===== config.mk =====
export PLATFORM = sky130hd
export DESIGN_NAME = uart_receive_controller
export DESIGN_NICKNAME = d
export VERILOG_FILES = /design/src/rtl/uart_receive_controller.sv
export SDC_FILE = /design/constraint.sdc
export NUM_CORES = 1
export LEC_CHECK = 0
export CAP_MARGIN = 20
export CORE_MARGIN = 5
export CORE_UTILIZATION = 50
export CTS_BUF_LIST = sky130_fd_sc_hd__clkbuf_8 sky130_fd_sc_hd__clkbuf_16
export DETAILED_ROUTE_END_ITERATION = 16
export GPL_TIMING_DRIVEN = 0
export PLACE_DENSITY = 0.79
export SLEW_MARGIN = 20
export SYNTH_ARGS = -nofsm -noshare
export SYNTH_HDL_FRONTEND = slang
export SYNTH_SLANG_ARGS = --single-unit

===== constraint.sdc =====
create_clock -name clk -period 2.6 [get_ports clk]
set_clock_uncertainty 0.1 [all_clocks]
set_input_delay 0.78 -clock clk [delete_from_list [all_inputs] [get_ports clk]]
set_output_delay 0.78 -clock clk [all_outputs]
set_load 0.01 [all_outputs]

===== src/rtl/uart_receive_controller.sv =====
// 16x-oversampling UART receiver with a valid/ready holding register.
// Define UART_RX_PARITY_EN to add an even-parity bit between data and stop (8E1).
module uart_receive_controller #(
    parameter int CLK_FREQ  = 100000000,
    parameter int BAUD      = 9600,
    parameter int DATA_BITS = 8
) (
    input  logic                 clk,
    input  logic                 rst,
    input  logic                 rx,
    input  logic                 rx_ready,
    output logic [DATA_BITS-1:0] rx_data,
    output logic                 rx_valid,
    output logic                 frame_err,
    output logic                 overrun
);

    localparam int DIV = CLK_FREQ / (BAUD * 16);
    localparam int TW  = (DIV > 1) ? $clog2(DIV) : 1;

    generate
        if (DIV < 1) begin : g_div_check
            $error("uart_receive_controller: CLK_FREQ too low for BAUD (DIV < 1)");
        end
        if (DATA_BITS < 5 || DATA_BITS > 8) begin : g_bits_check
            $error("uart_receive_controller: DATA_BITS must be 5..8");
        end
    endgenerate

    typedef enum logic [2:0] {
        IDLE,
        START,
        DATA,
`ifdef UART_RX_PARITY_EN
        PARITY,
`endif
        STOP,
        WAIT_IDLE
    } state_t;

    state_t                 state;
    logic [TW-1:0]          tick_cnt;
    logic                   tick;
    logic                   rx_meta;
    logic                   rxs;
    logic [3:0]             sample_cnt;
    logic [2:0]             bit_idx;
    logic [DATA_BITS-1:0]   shift_reg;
    logic                   good;
`ifdef UART_RX_PARITY_EN
    logic                   parity_err;
`endif

    assign tick = (tick_cnt == TW'(DIV - 1));

    // Free-running baud tick; the FSM never resynchronises it.
    always_ff @(posedge clk or posedge rst) begin
        if (rst)       tick_cnt <= '0;
        else if (tick) tick_cnt <= '0;
        else           tick_cnt <= tick_cnt + 1'b1;
    end

    // Reset to the idle level so a reset never fakes a start bit.
    always_ff @(posedge clk or posedge rst) begin
        if (rst) begin
            rx_meta <= 1'b1;
            rxs     <= 1'b1;
        end else begin
            rx_meta <= rx;
            rxs     <= rx_meta;
        end
    end

    always_ff @(posedge clk or posedge rst) begin
        if (rst) begin
            state      <= IDLE;
            sample_cnt <= '0;
            bit_idx    <= '0;
            shift_reg  <= '0;
            good       <= 1'b0;
            rx_data    <= '0;
            rx_valid   <= 1'b0;
            frame_err  <= 1'b0;
            overrun    <= 1'b0;
`ifdef UART_RX_PARITY_EN
            parity_err <= 1'b0;
`endif
        end else begin
            // NOTE: non-blocking throughout; the defaults below are overridden by later assignments in the same cycle.
            frame_err <= 1'b0;
            overrun   <= 1'b0;
            good      <= 1'b0;

            // Holding register: a load takes priority over a plain consume.
            if (good) begin
                if (!rx_valid || rx_ready) begin
                    rx_data  <= shift_reg;
                    rx_valid <= 1'b1;
                end else begin
                    overrun <= 1'b1;
                end
            end else if (rx_valid && rx_ready) begin
                rx_valid <= 1'b0;
            end

            case (state)
                IDLE: begin
                    if (!rxs) begin
                        state      <= START;
                        sample_cnt <= '0;
                    end
                end
                START: begin
                    if (tick) begin
                        if (sample_cnt == 4'd7) begin
                            if (rxs) begin
                                state <= IDLE;
                            end else begin
                                state      <= DATA;
                                bit_idx    <= '0;
                                sample_cnt <= '0;
                            end
                        end else begin
                            sample_cnt <= sample_cnt + 1'b1;
                        end
                    end
                end
                DATA: begin
                    if (tick) begin
                        sample_cnt <= sample_cnt + 1'b1;
                        if (sample_cnt == 4'd15) begin
                            shift_reg <= {rxs, shift_reg[DATA_BITS-1:1]};
                            bit_idx   <= bit_idx + 1'b1;
                            if (bit_idx == 3'(DATA_BITS - 1)) begin
`ifdef UART_RX_PARITY_EN
                                state <= PARITY;
`else
                                state <= STOP;
`endif
                            end
                        end
                    end
                end
`ifdef UART_RX_PARITY_EN
                PARITY: begin
                    if (tick) begin
                        sample_cnt <= sample_cnt + 1'b1;
                        if (sample_cnt == 4'd15) begin
                            parity_err <= ^{shift_reg, rxs};
                            state      <= STOP;
                        end
                    end
                end
`endif
                STOP: begin
                    if (tick) begin
                        sample_cnt <= sample_cnt + 1'b1;
                        if (sample_cnt == 4'd15) begin
                            if (!rxs) begin
                                frame_err <= 1'b1;
                                state     <= WAIT_IDLE;
`ifdef UART_RX_PARITY_EN
                            end else if (parity_err) begin
                                frame_err <= 1'b1;
                                state     <= IDLE;
`endif
                            end else begin
                                good  <= 1'b1;
                                state <= IDLE;
                            end
                        end
                    end
                end
                WAIT_IDLE: begin
                    if (rxs) state <= IDLE;
                end
                default: state <= IDLE;
            endcase
        end
    end

endmodule

==> key figures <==
Synthesis
  • Syn_nets: 181
  • Synthesized area: 2034 um2
  • Post-synth EDFFs: 0
  • Synth Flop Type: dfrtp_1
  • Synth unique cells: 49
  • Syn_area_per_cell: 11.83 um2
  • #FFs+latches synth: 42
  • Synth warnings: 0
  • Sequential fraction of the synthesis area: 51.78%
  • Mapped Cells: 172
  • Ys async rst share: 100.0%

Pwr
  • Comb pwr share: 2.3%
  • P_int: 0.0008560 W
  • Pleak: 1.081 nW
  • Reg power frac: 58.9%
  • Worst vdd ir: 0.0002978 V
  • Switching Share: 23.07%
  • Clock network fraction of total power: 38.8%
  • Sw Pwr: 0.0002568 W
  • Pwr dens: 473.6 nW/um2

Layout
  • Fin nets: 203
  • P&R area growth vs syn: 15.50%
  • Most frequent cells in the layout: dfrtp_1 (40), mux2_2 (17), clkdlybuf4s50_1 (14)
  • Fin area: 2350 um2
  • # diodes: 0
  • Non-Filler Instances: 245
  • Most common cell after layout, fill and taps aside: dfrtp_1
  • Layout cells sized above 1: 23.08%
  • Largest register FFs: 10

Hold path
  • Worst Hold Depth: 0
  • Hold Crit Start: rx_meta
  • Hold Path Class: flop to flop
  • Hold Path Sink: rxs

Placement
  • DP Area: 2257 um2
  • IO Port Bufs: 14
  • Placed insts: 237
  • Gp weighted congestion: 0.7703
  • Placed wire-length estimate: 2773 um

Outcome
  • Outcome: finished, final reports clean

Global route
  • Initial antenna violation count: 0
  • Vias in the first global route: 1,395
  • Largest net degree at the start of global routing: 30
  • Tot GR Track Use: 15.72%
  • First-pass GRT wire length: 6437 um
  • Gr ovfl total: 0

Worst setup path
  • Worst Path Buf+Inv: 1
  • Worst Path Max Fanout: 8
  • CP delay by family, top: simple AND/OR/NAND/NOR gates
  • Crit path max-delay cell type: dfrtp_1
  • Worst path cell trace: inv_1, ha_1, and4bb_2, nand4_1, nor2_2, mux2_2
  • Crit path capture type: flop
  • Arr. time, crit path: 2.19 ns
  • Worst r2r dst: shift_reg[1]
  • Setup crit start kind: flop
  • Crit-path max cell delay: 0.42 ns
  • Crit path launch: tick_cnt[0]
  • R2r setup slk: 0.50 ns
  • Critical path type: flop to flop
  • FF-to-FF path depth: 6
  • Worst path required time: 2.70 ns
  • Worst R2R Start: tick_cnt[0]

Detailed routing
  • DR WL met3: 183 um
  • Final ANT Viol Nets: 0
  • Post-DR wirelength/cell: 15.31 um
  • Pre-antenna DRT Iters: 4
  • Post-Route M1 WL: 1460 um
  • Routed WL: 3752 um
  • DR iter-0 viols: 89
  • Drt drc: 0
  • Top sig layer: met4
  • Via Count: 1,397
  • Via density per instance: 5.702
  • Met2 WL post-DR: 1999 um

Floorplan
  • Full die area: 5444 um2
  • # rows: 23
  • I/O Pins: 15
  • Initial Util: 51.23%
  • Vert. Die Dim: 73.79 um
  • Chip Width: 73.79 um
  • Core ar.: 3971 um2

Timing
  • Hold Violations, Final: 0
  • Max_slew headroom: 61.22%
  • Fin crit share: 80.66%
  • Slew @ Worst Pin: 0.5768 ns
  • Fmax: 476.8 MHz
  • Unrepaired setup endpoints after global routing: no
  • Minimum clock period: 2.097 ns
  • Endpoints failing setup: 0
  • Slew Limit Fails: 0

CTS
  • Clock latency on the worst-skew pair: 0.30 ns
  • Clk sinks: 42
  • Reg clk slew, reported paths: 0.08 ns
  • CTS Root Cell: clkbuf_8
  • Hold buffer count at CTS: 0
  • TritonCTS Buffers: 5
  • # Post-CTS Setup Buffers: 0
  • H-tree depth: 2
  • CTS tree: done
  • Quantity of gates resized following cts: 0
  • Clk buf depth: 2

Run
  • Max cap viols: 0
==> cell type report <==
type	instances	area, um2
timing repair buffer	15	160.2
tap	50	62.56
inverter	5	18.77
clock inverter	3	23.77
buffer	9	67.56
sequential	42	1054
fill	350	1622
clock buffer	5	68.82
multi-input combinational	116	894.6
==> power by group through the flow <==
stage / Clock, W / Sequential, W / Combinational (W)
floorplan: 0 / 0.000669 / 0.0000140
global placement: 0 / 0.000669 / 0.0000221
detailed placement: 0 / 0.000669 / 0.0000266
CTS: 0.000446 / 0.000656 / 0.0000269
global route: 0.000477 / 0.000656 / 0.0000300
finish: 0.000432 / 0.000656 / 0.0000255
==> logic make-up (layout without fill, tap and decap cells) <==
kind of cell	after synthesis	count (layout)	share of synthesized area (%)
simple gates	61	61	17.59
flops	42	42	51.78
mux	19	19	10.64
compound gates	19	19	7.504
xor+xnor	12	12	5.166
fa+ha+maj	5	5	3.075
buf+inv	14	37	4.243
==> worst max-delay path by stage <==
| stage | to | cells after the start |
|---|---|---|
| 2_1_floorplan | bit_idx[0] | 6 |
| 3_3_place_gp | sample_cnt[3] | 2 |
| 3_5_place_dp | rx_data[7] | 4 |
| 4_1_cts | rx_data[7] | 1 |
| 5_1_grt | shift_reg[7] | 6 |
| 6_report | shift_reg[1] | 6 |
==> worst reg2reg max path: stages (launching register included) <==
cell and delay, ns:
dfrtp_1 0.42, inv_1 0.07, ha_1 0.15, and4bb_2 0.30, nand4_1 0.17, nor2_2 0.39, mux2_2 0.39
==> metal layers <==
metal	GRT usage, %	up-vias
li1	-	654
met1	17.32	691
met2	27.76	42
met3	4.104	10
met4	7.646	0
met5	0	-
==> metrics by stage <==
step / util [%] / setup slack (ns) / power [W] / hold slack (ns) / setup TNS [ns]
after floorplan: - / 0.6446 / 0.0006826 / 0.2452 / 0
after global placement: 56.33 / -0.02152 / 0.0006908 / 0.2473 / -0.8071
after detailed placement: 56.84 / 0.2971 / 0.0006952 / 0.2511 / 0
after CTS: 59.17 / 0.4801 / 0.001129 / 0.2637 / 0
after global routing: 59.17 / 0.3433 / 0.001163 / 0.2709 / 0
final: 59.17 / 0.5028 / 0.001113 / 0.2635 / 0
==> cell usage after synthesis, types with 2 or more instances <==
| master | count | area share (%) |
|---|---|---|
| nor4_1 | 3 | 0.92 |
| nand4_1 | 3 | 0.92 |
| clkbuf_8 | 2 | 1.4 |
| ha_1 | 5 | 3.1 |
| a22o_1 | 3 | 1.3 |
| nand2b_1 | 4 | 1.2 |
| nor2_1 | 13 | 2.4 |
| dfstp_2 | 2 | 2.6 |
| a21oi_1 | 5 | 1.2 |
| nand3b_1 | 2 | 0.74 |
| mux2_2 | 17 | 9.4 |
| nand2_1 | 11 | 2.0 |
| xnor2_1 | 6 | 2.6 |
| dfrtp_1 | 40 | 49 |
| inv_1 | 5 | 0.92 |
| nand3_1 | 7 | 1.7 |
| xor2_1 | 6 | 2.6 |
| nor3_1 | 5 | 1.2 |
| clkbuf_1 | 3 | 0.55 |
Note: power is estimated with default switching activity, not from simulation.
